$ cat src/rtl/seg_display_driver.sv
// Scans a 32-bit value (ledData or PCOut) onto eight multiplexed active-low hex digits; an/seg registered, one cycle behind scan state.
// Optional halt blink via SEG_HALT_BLINK_EN; no flow control, inputs are sampled only at each scan end.
module seg_display_driver #(
    parameter int SCAN_DIV    = 100000,
    parameter int BLINK_SCANS = 64
) (
    input  logic        clk,
    input  logic        rst,
    input  logic [31:0] ledData,
    input  logic [31:0] PCOut,
    input  logic        halt,
    input  logic        sel,
    output logic [7:0]  an,
    output logic [6:0]  seg,
    output logic        dp
);
    localparam int DIV_W = $clog2(SCAN_DIV);

    logic [DIV_W-1:0] div_cnt;
    logic [2:0]       digit;
    logic [31:0]      shadow;
    logic             tick;
    logic             scan_end;
    logic             blank;

    assign tick     = (div_cnt == DIV_W'(SCAN_DIV - 1));
    assign scan_end = tick && (digit == 3'd7);
    assign dp       = 1'b1;

    function automatic logic [6:0] hex_to_seg(input logic [3:0] nib);
        logic [6:0] s;
        case (nib)
            4'h0: s = 7'h40;
            4'h1: s = 7'h79;
            4'h2: s = 7'h24;
            4'h3: s = 7'h30;
            4'h4: s = 7'h19;
            4'h5: s = 7'h12;
            4'h6: s = 7'h02;
            4'h7: s = 7'h78;
            4'h8: s = 7'h00;
            4'h9: s = 7'h10;
            4'hA: s = 7'h08;
            4'hB: s = 7'h03;
            4'hC: s = 7'h46;
            4'hD: s = 7'h21;
            4'hE: s = 7'h06;
            default: s = 7'h0E;
        endcase
        return s;
    endfunction

    // The shadow only reloads at scan end so one scan never mixes two source values.
    always_ff @(posedge clk) begin
        if (rst) begin
            div_cnt <= '0;
            digit   <= '0;
            shadow  <= '0;
            an      <= 8'hFF;
            seg     <= 7'h7F;
        end else begin
            div_cnt <= tick ? '0 : div_cnt + 1'b1;
            if (tick)
                digit <= digit + 3'd1;
            if (scan_end)
                shadow <= sel ? PCOut : ledData;
            an  <= blank ? 8'hFF : ~(8'h01 << digit);
            seg <= hex_to_seg(shadow[{digit, 2'b00} +: 4]);
        end
    end

`ifdef SEG_HALT_BLINK_EN
    localparam int SCAN_W = (BLINK_SCANS > 1) ? $clog2(BLINK_SCANS) : 1;

    logic [SCAN_W-1:0] scan_cnt;
    logic              phase;

    // Blink state only lives while halted; dropping halt relights on the very next edge.
    always_ff @(posedge clk) begin
        if (rst || !halt) begin
            scan_cnt <= '0;
            phase    <= 1'b0;
        end else if (scan_end) begin
            if (scan_cnt == SCAN_W'(BLINK_SCANS - 1)) begin
                scan_cnt <= '0;
                phase    <= ~phase;
            end else begin
                scan_cnt <= scan_cnt + 1'b1;
            end
        end
    end

    assign blank = halt && phase;
`else
    logic unused_halt;
    assign unused_halt = halt;
    assign blank       = 1'b0;
`endif

endmodule

$ cat config.mk
export PLATFORM = sky130hd
export DESIGN_NAME = seg_display_driver
export DESIGN_NICKNAME = d
export VERILOG_FILES = /design/src/rtl/seg_display_driver.sv
export SDC_FILE = /design/constraint.sdc
export NUM_CORES = 1
export LEC_CHECK = 0
export CAP_MARGIN = 25
export CORE_MARGIN = 2
export CORE_UTILIZATION = 25
export CTS_BUF_LIST = sky130_fd_sc_hd__clkbuf_16
export CTS_CLUSTER_SIZE = 25
export DETAILED_ROUTE_END_ITERATION = 8
export HOLD_SLACK_MARGIN = 0.06
export PLACE_DENSITY = 0.53
export SYNTH_ARGS = -nofsm -noshare
export SYNTH_HDL_FRONTEND = slang
export SYNTH_SLANG_ARGS = --single-unit
$ cat constraint.sdc
create_clock -name clk -period 2.9 [get_ports clk]
set_input_delay 0.435 -clock clk [delete_from_list [all_inputs] [get_ports clk]]
set_output_delay 0.435 -clock clk [all_outputs]
set_load 0.05 [all_outputs]
==> results_dict.tcl, run 1 <==
set metrics [dict create \
    worst_pin_slew_ns 0.644 \
    syn_area_per_cell_um2 9.67 \
    h-tree-depth 3 \
    yosys.area_share.simple_pct 19.7 \
    ioPinCount 84 \
    min_period_ns 2.54 \
    num-fill-cells 1443 \
    netlist_instances 368 \
    grt_max_degree 33 \
    firstDrtPassIters 4 \
    timing.setup.critical_path_class "reg -> reg" \
    required_ns 3.09 \
    synth_seq_area_share_pct 37.7 \
    wl_um 7730 \
    clock_sinks 67 \
    drv.max_cap_violation_count 0 \
    pre_cts_slack_ns 0.376 \
    timing.critical_path.arrival_ns 2.73 \
    post_route_cells_drive_above_1_share_pct 28.7 \
    postSynthRegisterBits 67 \
    cts_resized 0 \
    commonest_non_fill_non_tap_cells_in_the_layout "sky130_fd_sc_hd__clkdlybuf4s50_1 (80), sky130_fd_sc_hd__dfxtp_1 (67), sky130_fd_sc_hd__nand2_1 (51), sky130_fd_sc_hd__mux2_2 (34), sky130_fd_sc_hd__a21oi_2 (30)" \
    grt_pass1_vias 2650 \
    clock_path_buffers 2 \
    syn2layout_area_growth_pct 35.1 \
    power_dens_cells_nw_per_um2 476 \
    synth_top_family_by_area "simple AND/OR/NAND/NOR gates" \
    regArea_um2 1340 \
    timing.critical_path.buf_inv 2 \
    drt-vias-per-instance 4.30 \
    yosys.area_share.adder_pct 4.57 \
    cts_buffers 9 \
    finalPower_mw 2.29 \
    synth_edf_count 0 \
    detail_route.wl_per_cell_um 12.3 \
    place.port_buffers 81 \
    drc_markers 0 \
    rr_worst_depth 9 \
    mostFrequentLayoutCell "sky130_fd_sc_hd__clkdlybuf4s50_1" \
    vias 2711 \
    global_route.overflow_total 0 \
    antenna-diode-count 0 \
    drt_iter0_drc 202 \
    worstSetupEndpointType "flop" \
    cts_root_buf "sky130_fd_sc_hd__clkbuf_16" \
    die_width_um 123 \
    grtUsageTotal_pct 10.8 \
    synth.mux.area_fraction_pct 17.1 \
    synth.net_count 449 \
    initial_antenna_violation_count 0 \
    min-delay-path-class "reg -> reg" \
    dieArea_um2 15200 \
    timing.final.ws_setup_ns 0.360 \
    critPathLaunchType "flop" \
    fp.dieH_um 123 \
    cpLargestDelayFamily "flip-flops" \
    fin_cells 630 \
    place_inst 614 \
    cp_slowest_stage_delay_ns 0.57 \
    finalNetCount 526 \
    start_util_pct 25.6 \
    critical_path_stages 9 \
    hpwl_um 5870 \
    clkLatencyLatePin_ns 0.33 \
    power.static_leakage_nw 1.71 \
    floorplan.core_area_um2 13900 \
    post_synth_cell_types 46 \
    fmaxAchievable_mhz 394 \
    synth_flop_cell "sky130_fd_sc_hd__dfxtp_1" \
    clock_skew_ns 0.00676 \
    slew-limit-headroom_pct 56.7 \
    tritoncts "yes" \
    post_cts_buffers 0 \
    fin_tns_setup_ns 0 \
    ys_warn_count 0 \
    status "finished, final reports clean" \
    critPathSlowestCell "sky130_fd_sc_hd__dfxtp_1" \
    slew_violations 0 \
    synth-compound-area-share_pct 11.1 \
    fp-row-count 43 \
    grt_setup_unrepaired "no" \
    area_occupied_by_multi_input_gates_um2 2020 \
    timing.critical_path.cells "mux4_2 -> nand2_1 -> and2_1 -> inv_1 -> ha_1 -> inv_1 -> nor3_1 -> a2111oi_0 -> a21oi_1" \
    gp_routability_congestion 0.823 \
    critPathMostFrequentCell "sky130_fd_sc_hd__inv_1" \
    vdd.ir_drop.worst_mv 0.281 \
    grt_first_pass_wirelength_um 12700 \
    async_flop_share_pct 0 \
    min_period_over_period_pct 87.6 \
    quantity_of_hold_fixing_buffers_added_after_cts 0 \
    min_path_cells 2 \
    max_fanout_on_critical_path 8 \
    hold_viol_final 0 \
    postRouteAntennaNets 0 \
    setup-violations-final 0 \
    clk_transition_reported_paths_ns 0.06 \
    yosys.area_share.xor_xnor_pct 4.18 \
    synthesis.area_um2 3560 \
]
report_power, final:
group	total, mW	leakage, nW	switching [mW]	internal [mW]
Sequential	0.934	0.543	0.00433	0.930
Clock	1.15	0.153	0.398	0.750
Combinational	0.206	1.02	0.0814	0.125
worst paths after layout:
path | start | to | slack [ns]
max | digit[1] | seg[3] | 0.36
min | shadow[31] | shadow[31] | 0.45
max reg2reg | digit[1] | seg[3] | 0.36
min reg2reg | shadow[31] | shadow[31] | 0.45
final cells by class:
class | instances | area share (%)
Timing Repair Buffer | 90 | 18.2
Inverter | 9 | 0.702
Tap cell | 180 | 4.68
Clock inverter | 7 | 1.92
Multi-Input combinational cell | 268 | 42.0
Clock buffer | 9 | 4.68
Sequential cell | 67 | 27.9
kinds of logic (layout without fill, tap and decap cells):
kind of cell             Yosys count  in the layout
AO/OA/AOI/OAI                     48             48
XOR/XNOR                          17             17
adder cells (fa/ha/maj)           13             13
buffers and inverters             33            115
flip-flops                        67             67
multiplexers                      49             49
other                              1              1
AND/OR/NAND/NOR                  140            140
worst register-to-register path, stage by stage, from the launching register on:
cell and delay, ns:
sky130_fd_sc_hd__dfxtp_1 0.57, sky130_fd_sc_hd__mux4_2 0.55, sky130_fd_sc_hd__nand2_1 0.08, sky130_fd_sc_hd__and2_1 0.27, sky130_fd_sc_hd__inv_1 0.13, sky130_fd_sc_hd__ha_1 0.21, sky130_fd_sc_hd__inv_1 0.07, sky130_fd_sc_hd__nor3_1 0.06
sky130_fd_sc_hd__a2111oi_0 0.39, sky130_fd_sc_hd__a21oi_1 0.09
per-layer routing:
metal	track usage [%]	share of wire (%)	vias to the layer above
met4	4.55	1.6	0
met5	0	0	-
met2	17.2	46	67
met1	13.8	47	1235
li1	-	-	1398
met3	3.00	5.2	11
stage by stage:
| stage | hold slack [ns] | util (%) | cell area (um^2) |
|---|---|---|---|
| 2_1_floorplan | 0.418 | - | 3560 |
| 3_3_place_gp | 0.432 | 32.4 | 4490 |
| 3_5_place_dp | 0.447 | 32.4 | 4490 |
| 4_1_cts | 0.453 | 34.7 | 4810 |
| 5_1_grt | 0.475 | 34.7 | 4810 |
| 6_report | 0.451 | 34.7 | 4810 |
Yosys cell counts (2+ instances only):
cell type,number,area (um^2)
sky130_fd_sc_hd__a21oi_1,5,25.0
sky130_fd_sc_hd__a21oi_2,30,263
sky130_fd_sc_hd__a221o_1,3,30.0
sky130_fd_sc_hd__and3_1,2,12.5
sky130_fd_sc_hd__buf_1,2,7.51
sky130_fd_sc_hd__buf_12,4,80.1
sky130_fd_sc_hd__buf_2,5,25.0
sky130_fd_sc_hd__clkbuf_1,12,45.0
sky130_fd_sc_hd__dfxtp_1,67,1340
sky130_fd_sc_hd__ha_1,13,163
sky130_fd_sc_hd__inv_1,9,33.8
sky130_fd_sc_hd__mux2_2,34,383
sky130_fd_sc_hd__mux2i_1,9,90.1
sky130_fd_sc_hd__mux4_2,6,135
sky130_fd_sc_hd__nand2_1,51,191
sky130_fd_sc_hd__nand2_2,29,181
sky130_fd_sc_hd__nand2b_1,3,18.8
sky130_fd_sc_hd__nand3_1,6,30.0
sky130_fd_sc_hd__nand4_1,2,12.5
sky130_fd_sc_hd__nor2_1,28,105
sky130_fd_sc_hd__nor2b_1,2,12.5
sky130_fd_sc_hd__nor3_1,5,25.0
sky130_fd_sc_hd__nor4_1,3,18.8
sky130_fd_sc_hd__xnor2_1,9,78.8
sky130_fd_sc_hd__xor2_1,8,70.1
registers in the layout, indices dropped and copies added, names as in the netlist:
register	cells
an	8
digit	3
div_cnt	17
seg	7
shadow	32
(Power assumes the default switching activity.)
==> inputs of run 2 (changes only) <==
--- a/config.mk
+++ b/config.mk
@@ -6,7 +6,7 @@
 export NUM_CORES = 1
 export LEC_CHECK = 0
 export CAP_MARGIN = 25
-export CORE_MARGIN = 2
+export CORE_MARGIN = 10
 export CORE_UTILIZATION = 25
 export CTS_BUF_LIST = sky130_fd_sc_hd__clkbuf_16
 export CTS_CLUSTER_SIZE = 25
==> run 2 against run 1 <==
Net effect:
- hold slack worse by 0.0038 ns
- flip-flop and latch count unchanged
- global-route usage down 2.2 points
- worst setup slack better by 0.011 ns
- count of clock-buffer cells in the layout unchanged
- die area up 28%
- register-to-register slack about the same
- non-clock buffer count down 2
- maximum frequency up 0.45%
- design area down 1.7%
- critical endpoint unchanged
- power down 9.7%
- critical path depth unchanged
==> results_dict.tcl, run 2 (synthesized netlist as in run 1, its figures left out) <==
set metrics [dict create \
    status "finished, final reports clean" \
    quantity_of_hold_fixing_buffers_added_after_cts 0 \
    commonest_non_fill_non_tap_cells_in_the_layout "sky130_fd_sc_hd__clkdlybuf4s50_1 (80), sky130_fd_sc_hd__dfxtp_1 (67), sky130_fd_sc_hd__nand2_1 (51), sky130_fd_sc_hd__mux2_2 (34), sky130_fd_sc_hd__a21oi_2 (30)" \
    fmaxAchievable_mhz 395 \
    antenna-diode-count 0 \
    drt-vias-per-instance 4.31 \
    grtUsageTotal_pct 8.60 \
    drv.max_cap_violation_count 0 \
    worst_pin_slew_ns 0.706 \
    timing.setup.critical_path_class "reg -> reg" \
    slew-limit-headroom_pct 53.0 \
    cpLargestDelayFamily "multiplexers" \
    final_area_um2 4730 \
    power_dens_cells_nw_per_um2 437 \
    critical_path_stages 9 \
    register_name_with_the_most_flops "shadow" \
    clock_path_buffers 2 \
    h-tree-depth 3 \
    timing.critical_path.arrival_ns 2.72 \
    vdd.ir_drop.worst_mv 0.284 \
    ioPinCount 84 \
    grt_setup_unrepaired "no" \
    largest_reg_flops 32 \
    initial_antenna_violation_count 0 \
    drc_markers 0 \
    drt_iter0_drc 110 \
    postRouteAntennaNets 0 \
    required_ns 3.09 \
    worstSetupEndpointType "flop" \
    hpwl_um 6300 \
    dieArea_um2 19400 \
    layout_top_registers "shadow x32, div_cnt x17, an x8" \
    timing.final.ws_setup_ns 0.372 \
    fp-row-count 43 \
    placed_area_um2 4480 \
    setup-violations-final 0 \
    die_width_um 139 \
    firstDrtPassIters 4 \
    min_period_over_period_pct 87.2 \
    r2r_slack_ns 0.37 \
    clk_transition_reported_paths_ns 0.05 \
    min-delay-path-class "reg -> reg" \
    global_route.overflow_total 0 \
    finalNetCount 524 \
    cts_buffers 9 \
    finalPower_mw 2.07 \
    post_route_cells_drive_above_1_share_pct 27.6 \
    critical_path.reg2reg.endpoint "seg[3]" \
    clock_sinks 67 \
    cp_slowest_stage_delay_ns 0.56 \
    fp.dieH_um 139 \
    slew_violations 0 \
    cts_root_buf "sky130_fd_sc_hd__clkbuf_16" \
    mostFrequentLayoutCell "sky130_fd_sc_hd__clkdlybuf4s50_1" \
    grt_first_pass_wirelength_um 13800 \
    fin_cells 626 \
    vias 2700 \
    clock_skew_ns 0.00557 \
    num-fill-cells 1428 \
    grt_pass1_vias 2853 \
    critPathSlowestCell "sky130_fd_sc_hd__mux4_2" \
    start_util_pct 25.5 \
    cts_resized 0 \
    rr_worst_depth 9 \
    syn2layout_area_growth_pct 32.8 \
    wl_um 8180 \
    timing.critical_path.buf_inv 2 \
    post_cts_buffers 0 \
    max_fanout_on_critical_path 7 \
    tritoncts "yes" \
    grt_max_degree 34 \
    power.static_leakage_nw 1.67 \
    critPathLaunchType "flop" \
    critical_path.startpoint "digit[1]" \
    worstSetupEndpoint "seg[3]" \
    pre_cts_slack_ns 0.370 \
    place_inst 612 \
    floorplan.core_area_um2 13900 \
    critPathMostFrequentCell "sky130_fd_sc_hd__inv_1" \
    place.port_buffers 81 \
    timing.critical_path.cells "mux4_2 -> nand2_1 -> and2_1 -> inv_1 -> ha_1 -> inv_1 -> nor3_1 -> a2111oi_0 -> a21oi_1" \
    fin_tns_setup_ns 0 \
    detail_route.wl_per_cell_um 13.1 \
    clkLatencyLatePin_ns 0.33 \
    hold_viol_final 0 \
    min_period_ns 2.53 \
    crit-reg2reg-launch "digit[1]" \
    gp_routability_congestion 0.801 \
]
[run 2: per-layer routing]
layer	wire, um	GRT usage, %
met5	0	0
met4	82	2.80
met3	542	3.57
met2	3650	13.3
met1	3900	10.6
[run 2: worst reg2reg max path: cells and delay by family, from the launching register on]
kind	cells	cell delay, ns
DFF	1	0.53
adders and majority gates	1	0.21
muxes	1	0.56
and+or+nand+nor	3	0.42
AOI/OAI and AO/OA	2	0.47
buffers and inverters	2	0.20
[run 2: cell type report]
type | instances | area [um^2] | share of cell area (%)
Inverter | 9 | 33.8 | 0.715
Tap cell | 180 | 225 | 4.76
Clock buffer | 9 | 225 | 4.76
Sequential cell | 67 | 1340 | 28.4
Clock inverter | 5 | 23.8 | 0.503
Timing Repair Buffer | 88 | 858 | 18.2
Multi-Input combinational cell | 268 | 2020 | 42.7
[run 2: worst min path at each step]
stage | start | end | slack [ns] | cells past startpoint
floorplan | div_cnt[0] | div_cnt[0] | 0.42 | 1
global placement | div_cnt[0] | div_cnt[0] | 0.43 | 1
detailed placement | div_cnt[0] | div_cnt[0] | 0.44 | 1
CTS | shadow[0] | shadow[0] | 0.45 | 2
global route | div_cnt[0] | div_cnt[0] | 0.47 | 1
finish | div_cnt[0] | div_cnt[0] | 0.45 | 1
[run 2: per-stage QoR]
step	hold WS [ns]	util, %
floorplan	0.418	-
global placement	0.432	32.1
detailed placement	0.443	32.1
CTS	0.453	33.9
global route	0.472	33.9
finish	0.447	33.9
[run 2: power by group]
group          switching (mW)  internal [mW]
registers             0.00419          0.930
logic                  0.0820          0.125
clock network           0.368          0.557
total                   0.454           1.61
==> inputs of run 3 (changes only) <==
--- a/config.mk
+++ b/config.mk
@@ -5,6 +5,7 @@
 export SDC_FILE = /design/constraint.sdc
 export NUM_CORES = 1
 export LEC_CHECK = 0
+export ABC_CLOCK_PERIOD_IN_PS = 2900
 export CAP_MARGIN = 25
 export CORE_MARGIN = 10
 export CORE_UTILIZATION = 25
@@ -13,6 +14,7 @@
 export DETAILED_ROUTE_END_ITERATION = 8
 export HOLD_SLACK_MARGIN = 0.06
 export PLACE_DENSITY = 0.53
+export RECOVER_POWER = 100
 export SYNTH_ARGS = -nofsm -noshare
 export SYNTH_HDL_FRONTEND = slang
 export SYNTH_SLANG_ARGS = --single-unit
==> run 3 against run 2 <==
Net effect:
- maximum frequency down 1.6%
- register-to-register slack worse by 0.04 ns
- die area unchanged
- critical path depth down 3
- clock skew about the same
- clock power about the same
- utilization down 0.76 points
- final cell count unchanged
- count of clock-buffer cells in the layout unchanged
- design area down 2.2%
- combinational power down 4%
- non-clock buffer count unchanged
==> results_dict.tcl, run 3 (synthesized netlist as in run 1, its figures left out) <==
set metrics [dict create \
    fin_tns_setup_ns 0 \
    start_util_pct 25.5 \
    fin_cells 626 \
    power.switching_mw 0.449 \
    largest_reg_flops 32 \
    initial_antenna_violation_count 0 \
    timing.critical_path.cells "mux4_2 -> mux2i_1 -> clkbuf_1 -> inv_1 -> nor4_1 -> a211oi_1" \
    fmaxAchievable_mhz 389 \
    post_route_cells_drive_above_1_share_pct 19.7 \
    power.static_leakage_nw 1.59 \
    min_path_cells 1 \
    max_fanout_on_critical_path 11 \
    place.port_buffers 81 \
    power_dens_cells_nw_per_um2 445 \
    hp-start "div_cnt[0]" \
    clkPwrFrac_pct 44.9 \
    cp_slowest_stage_delay_ns 0.69 \
    critPathSlowestCell "sky130_fd_sc_hd__dfxtp_1" \
    combPwrFrac_pct 9.7 \
    critPathLaunchType "flop" \
    grtUsageTotal_pct 8.60 \
    num-fill-cells 1447 \
    rr_worst_depth 6 \
    fp-row-count 43 \
    grt_setup_unrepaired "no" \
    drt-vias-per-instance 4.27 \
    switching_share_pct 21.8 \
    postRouteAntennaNets 0 \
    place_inst 612 \
    mostFrequentLayoutCell "sky130_fd_sc_hd__nand2_1" \
    min_period_over_period_pct 88.6 \
    cpLargestDelayFamily "multiplexers" \
    hpwl_um 6300 \
    placed_area_um2 4480 \
    antenna-diode-count 0 \
    worstSetupEndpointType "flop" \
    timing.critical_path.arrival_ns 2.77 \
    global_route.overflow_total 0 \
    drv.max_cap_violation_count 0 \
    drc_markers 0 \
    clock_skew_ns 0.00528 \
    slew_violations 0 \
    min_period_ns 2.57 \
    worst_pin_slew_ns 0.704 \
    tritoncts "yes" \
    cts_buffers 9 \
    worstHoldEndpoint "div_cnt[0]" \
    die_width_um 139 \
    slew-limit-headroom_pct 53.1 \
    crit-reg2reg-launch "digit[0]" \
    quantity_of_hold_fixing_buffers_added_after_cts 0 \
    register_name_with_the_most_flops "shadow" \
    setup-violations-final 0 \
    fp.dieH_um 139 \
    detail_route.wl_per_cell_um 13.1 \
    r2r_slack_ns 0.33 \
    finalNetCount 524 \
    syn2layout_area_growth_pct 29.8 \
    status "finished, final reports clean" \
    timing.setup.critical_path_class "reg -> reg" \
    cell_internal_pwr_mw 1.61 \
    finalPower_mw 2.06 \
    grt_pass1_vias 2853 \
    layout_top_registers "shadow x32, div_cnt x17, an x8" \
    timing.critical_path.buf_inv 2 \
    dieArea_um2 19400 \
    gp_routability_congestion 0.801 \
    commonest_non_fill_non_tap_cells_in_the_layout "sky130_fd_sc_hd__nand2_1 (80), sky130_fd_sc_hd__dfxtp_1 (67), sky130_fd_sc_hd__clkdlybuf4s50_1 (65), sky130_fd_sc_hd__mux2_2 (34), sky130_fd_sc_hd__a21oi_2 (29)" \
    post_cts_buffers 0 \
    h-tree-depth 3 \
    critical_path_stages 6 \
    clk_transition_reported_paths_ns 0.05 \
    required_ns 3.10 \
    clock_sinks 67 \
    cts_root_buf "sky130_fd_sc_hd__clkbuf_16" \
    drt_iter0_drc 110 \
    firstDrtPassIters 4 \
    seqPwrFrac_pct 45.4 \
    critical_path.reg2reg.endpoint "seg[0]" \
    clock_path_buffers 2 \
    vias 2676 \
    vdd.ir_drop.worst_mv 0.287 \
    hold_viol_final 0 \
    cts_resized 0 \
    wl_um 8230 \
    grt_first_pass_wirelength_um 13800 \
    grt_max_degree 34 \
    area_occupied_by_multi_input_gates_um2 1920 \
    clkLatencyLatePin_ns 0.33 \
    regArea_um2 1340 \
    floorplan.core_area_um2 13900 \
    ioPinCount 84 \
    final_area_um2 4620 \
    min-delay-path-class "reg -> reg" \
]
## run 3: cell types whose count changed in the layout (fill, tap and decap cells not counted), moves of 3 or more
cell / change
sky130_fd_sc_hd__nand2_2: -29
sky130_fd_sc_hd__clkdlybuf4s50_1: -15
sky130_fd_sc_hd__buf_4: -3
sky130_fd_sc_hd__nand2_1: +29
sky130_fd_sc_hd__dlygate4sd3_1: +15
sky130_fd_sc_hd__clkbuf_1: +3
## run 3: final cells by class
type	instances	share of cell area (%)
Multi-Input combinational cell	268	41.6
Clock inverter	5	0.514
Sequential cell	67	29.0
Timing Repair Buffer	88	18.3
Clock buffer	9	4.87
Tap cell	180	4.87
Inverter	9	0.731
## run 3: through the flow
step	setup WS, ns	utilization [%]	hold WS (ns)
CTS	0.358	33.9	0.453
finish	0.330	33.2	0.446
detailed placement	0.370	32.1	0.443
global route	0.115	33.2	0.472
global placement	0.436	32.1	0.432
floorplan	0.349	-	0.418
## run 3: power groups by stage
| stage | clock network (mW) | registers (mW) | logic, mW |
|---|---|---|---|
| after floorplan | 0 | 0.972 | 0.0820 |
| after global placement | 0 | 0.954 | 0.208 |
| after detailed placement | 0 | 0.954 | 0.210 |
| after CTS | 0.955 | 0.934 | 0.211 |
| after global routing | 1.00 | 0.934 | 0.217 |
| final | 0.925 | 0.934 | 0.199 |
## run 3: layer usage
metal  share of wire (%)  GRT usage (%)  vias up  wire length, um
li1                    -              -     1390                -
met1                  48           10.6     1219             3960
met2                  44           13.3       61             3660
met3                 6.6           3.57        6              541
met4                0.80           2.80        0               66
met5                   0              0        -                0
## run 3: worst register-to-register path, stage by stage (launching register included)
cell and delay [ns]:
sky130_fd_sc_hd__dfxtp_1 0.69, sky130_fd_sc_hd__mux4_2 0.59, sky130_fd_sc_hd__mux2i_1 0.16, sky130_fd_sc_hd__clkbuf_1 0.44, sky130_fd_sc_hd__inv_1 0.17, sky130_fd_sc_hd__nor4_1 0.30, sky130_fd_sc_hd__a211oi_1 0.09
## run 3: worst max-delay path by stage
stage / start / end / slack, ns
final: digit[0] / seg[0] / 0.33
after global routing: digit[0] / seg[0] / 0.12
after CTS: digit[1] / seg[3] / 0.36
after detailed placement: digit[1] / seg[3] / 0.37
after global placement: digit[1] / seg[3] / 0.44
after floorplan: digit[1] / seg[3] / 0.35
==> patch (flow settings as in run 2) <==
The output `seg` loses its register stage (`seg` becomes a continuous assignment). Comments in the files are not updated.
--- a/src/rtl/seg_display_driver.sv
+++ b/src/rtl/seg_display_driver.sv
@@ -57,7 +57,6 @@
             digit   <= '0;
             shadow  <= '0;
             an      <= 8'hFF;
-            seg     <= 7'h7F;
         end else begin
             div_cnt <= tick ? '0 : div_cnt + 1'b1;
             if (tick)
@@ -65,9 +64,10 @@
             if (scan_end)
                 shadow <= sel ? PCOut : ledData;
             an  <= blank ? 8'hFF : ~(8'h01 << digit);
-            seg <= hex_to_seg(shadow[{digit, 2'b00} +: 4]);
         end
     end
+
+    assign seg = hex_to_seg(shadow[{digit, 2'b00} +: 4]);
 
 `ifdef SEG_HALT_BLINK_EN
     localparam int SCAN_W = (BLINK_SCANS > 1) ? $clog2(BLINK_SCANS) : 1;
Formal check against the unedited RTL: not equivalent (Yosys sat finds a counterexample within 4 cycles, from zero or initial values and one cycle with rst high).
==> patch against run 2 <==
Routed wire length increased by 9.9%; design area rose by 1.7%; worst setup slack got worse by 350 ps; total power up 2.8%; global-route usage up 1.3 points; clock power grew 21%; sequential cell count fell by 7; synthesized area down 7.4%; sequential power fell by 11%.
==> patch: results (changes against run 2) <==
top cells by count, synth=60 x dfxtp_1, 40 x nand3_1, 39 x a21oi_1; pin count of the biggest net entering global routing=40 (+18%); share of async-settable or async-resettable flops after synthesis=0 (unchanged); number of synthesized flops with an enable pin=0 (unchanged); placed wire-length estimate=6440 µm (+2.2%); initial DRC count=153 (+39%); # port buffers=81 (unchanged); Syn. warnings=0 (unchanged); CTS clk-pin slew, worst paths=50 ps (about the same); Finished Layout Cells=622 (-0.64%); share of cells above drive strength 1=0.240 (-0.0358); Worst Hold End=div_cnt[0]$_SDFF_PP0_; worst hold path depth=1 (unchanged); RR Endpoint=shadow[17]$_SDFFE_PP0P_; filler cell count=1,269 (-11%); Pre-Repair DR Iteration Count=4 (unchanged); Synth cell types=41 (-11%); first-pass GRT wire length=14,600 µm (+5.9%); diode count=0 (unchanged); final RePlAce weighted congestion=0.747 (-6.7%); CTS Buffer Depth=2 (unchanged); leading post-synthesis cells by cell area=dfxtp_1 36%, mux2_2 12%, nand3_1 6.1%; # nets final=526 (+0.38%); reg2reg setup slack=810 ps (+440 ps); leak pwr=1.69 nW (+1.2%); htree depth=3 (unchanged); worst vdd ir=0.000276 V (-2.7%); critical path's top delay family=multiplexers; status=finished clean; final setup skew=4.83 ps (-0.738 ps); TritonCTS Buffers=9 (unchanged); Placed Cells=594 (-2.9%); net switching power=0.000432 W (-4.9%); biggest regs=shadow x32, div_cnt x17, an x8; post-DR wirelength/cell=14.5 µm (+11%); hold path startpoint=div_cnt[0]$_SDFF_PP0_; pre-CTS WS=179 ps (-190 ps); final hold slack=465 ps (+18.4 ps); Critical-path top delay cell=mux4_2; synthesized net count=439 (-2.2%); initial antenna violation count=0 (unchanged); Slew @ Worst Pin=832 ps (+127 ps); CP Max Fanout=8 (+1); max_cap viols=0 (unchanged); worst r2r src=digit[1]$_SDFFE_PP0N_; Worst Hold Class=reg -> reg; Largest stage delay, worst path=540 ps (-20 ps); Clk Latency, worst-skew pair=320 ps; vias in the first global route=2,893 (+1.4%); Via density=4.56 (+5.8%); post-synthesis cell count=358 (-2.7%); sequential fraction of the synthesis area=0.364 (-0.0125); Total GRT Usage=0.0987 (+0.0126); depth of the most critical reg-to-reg path=6 (-3); crit path DAT=2440 ps (-280 ps); Root Driver=clkbuf_16
## patch: cell types whose count changed after synthesis, sizes merged, moves of 7 or more
cell,before,now
nand2,81,14
nor2,28,18
dfxtp,67,60
o21ai,1,38
nand3,6,40
## patch: layer usage
layer	GRT usage	vias to the layer above	routed length (µm)
met5	0	-	0
met2	0.154	62	4210
met3	0.0326	9	460
met1	0.127	1317	4250
met4	0.0272	0	70
li1	-	1450	-
## patch: worst max path at each step
stage	start	end	slack, ps	depth (start not counted)
after floorplan	digit[0]$_SDFFE_PP0N_	seg[2]	-140	6
after global placement	digit[0]$_SDFFE_PP0N_	seg[2]	220	8
after detailed placement	digit[0]$_SDFFE_PP0N_	seg[2]	180	8
after CTS	digit[0]$_SDFFE_PP0N_	seg[1]	-3	9
after global routing	digit[0]$_SDFFE_PP0N_	seg[1]	-90	8
final	digit[0]$_SDFFE_PP0N_	seg[1]	20	9
## patch: final cells by class
| cell class | instances | area (µm²) | area share |
|---|---|---|---|
| Sequential cell | 60 | 1200 | 0.250 |
| Timing Repair Buffer | 104 | 1040 | 0.217 |
| Inverter | 13 | 51.3 | 0.0107 |
| Clock inverter | 7 | 91.3 | 0.0190 |
| Tap cell | 172 | 215 | 0.0448 |
| Multi-Input combinational cell | 257 | 1980 | 0.412 |
| Clock buffer | 9 | 225 | 0.0468 |
## patch: power by group through the flow
stage               Clock, W  Combinational, W  Sequential (W)
floorplan                  0         0.0000675        0.000853
global placement           0          0.000172        0.000851
detailed placement         0          0.000174        0.000851
CTS                  0.00115          0.000175        0.000833
global route         0.00118          0.000188        0.000834
finish               0.00112          0.000172        0.000834
## patch: cell families (layout without fill, tap and decap cells)
family / Yosys count / count (layout) / share of synthesized area
muxes: 52 / 52 / 0.215
buffers and inverters: 41 / 133 / 0.0539
adders and majority gates: 13 / 13 / 0.0493
xor gates and xnor gates: 12 / 12 / 0.0319
and+or+nand+nor: 98 / 98 / 0.157
AOI/OAI and AO/OA: 81 / 81 / 0.128
other: 1 / 1 / 0.00114
DFF: 60 / 60 / 0.364
## patch: timing repair
action                                  4_1_cts  5_1_grt
hold endpoints to repair                      0        0
resized for setup                            14       12
pin swaps                                     1        4
setup buffers                                 8        4
cloned                                        0        0
endpoints found under the setup margin        7        7
## patch: per-stage QoR
stage	instance area [µm²]	utilization
global route	4810	0.376
detailed placement	4330	0.339
floorplan	3310	-
CTS	4720	0.370
finish	4810	0.376
global placement	4330	0.339
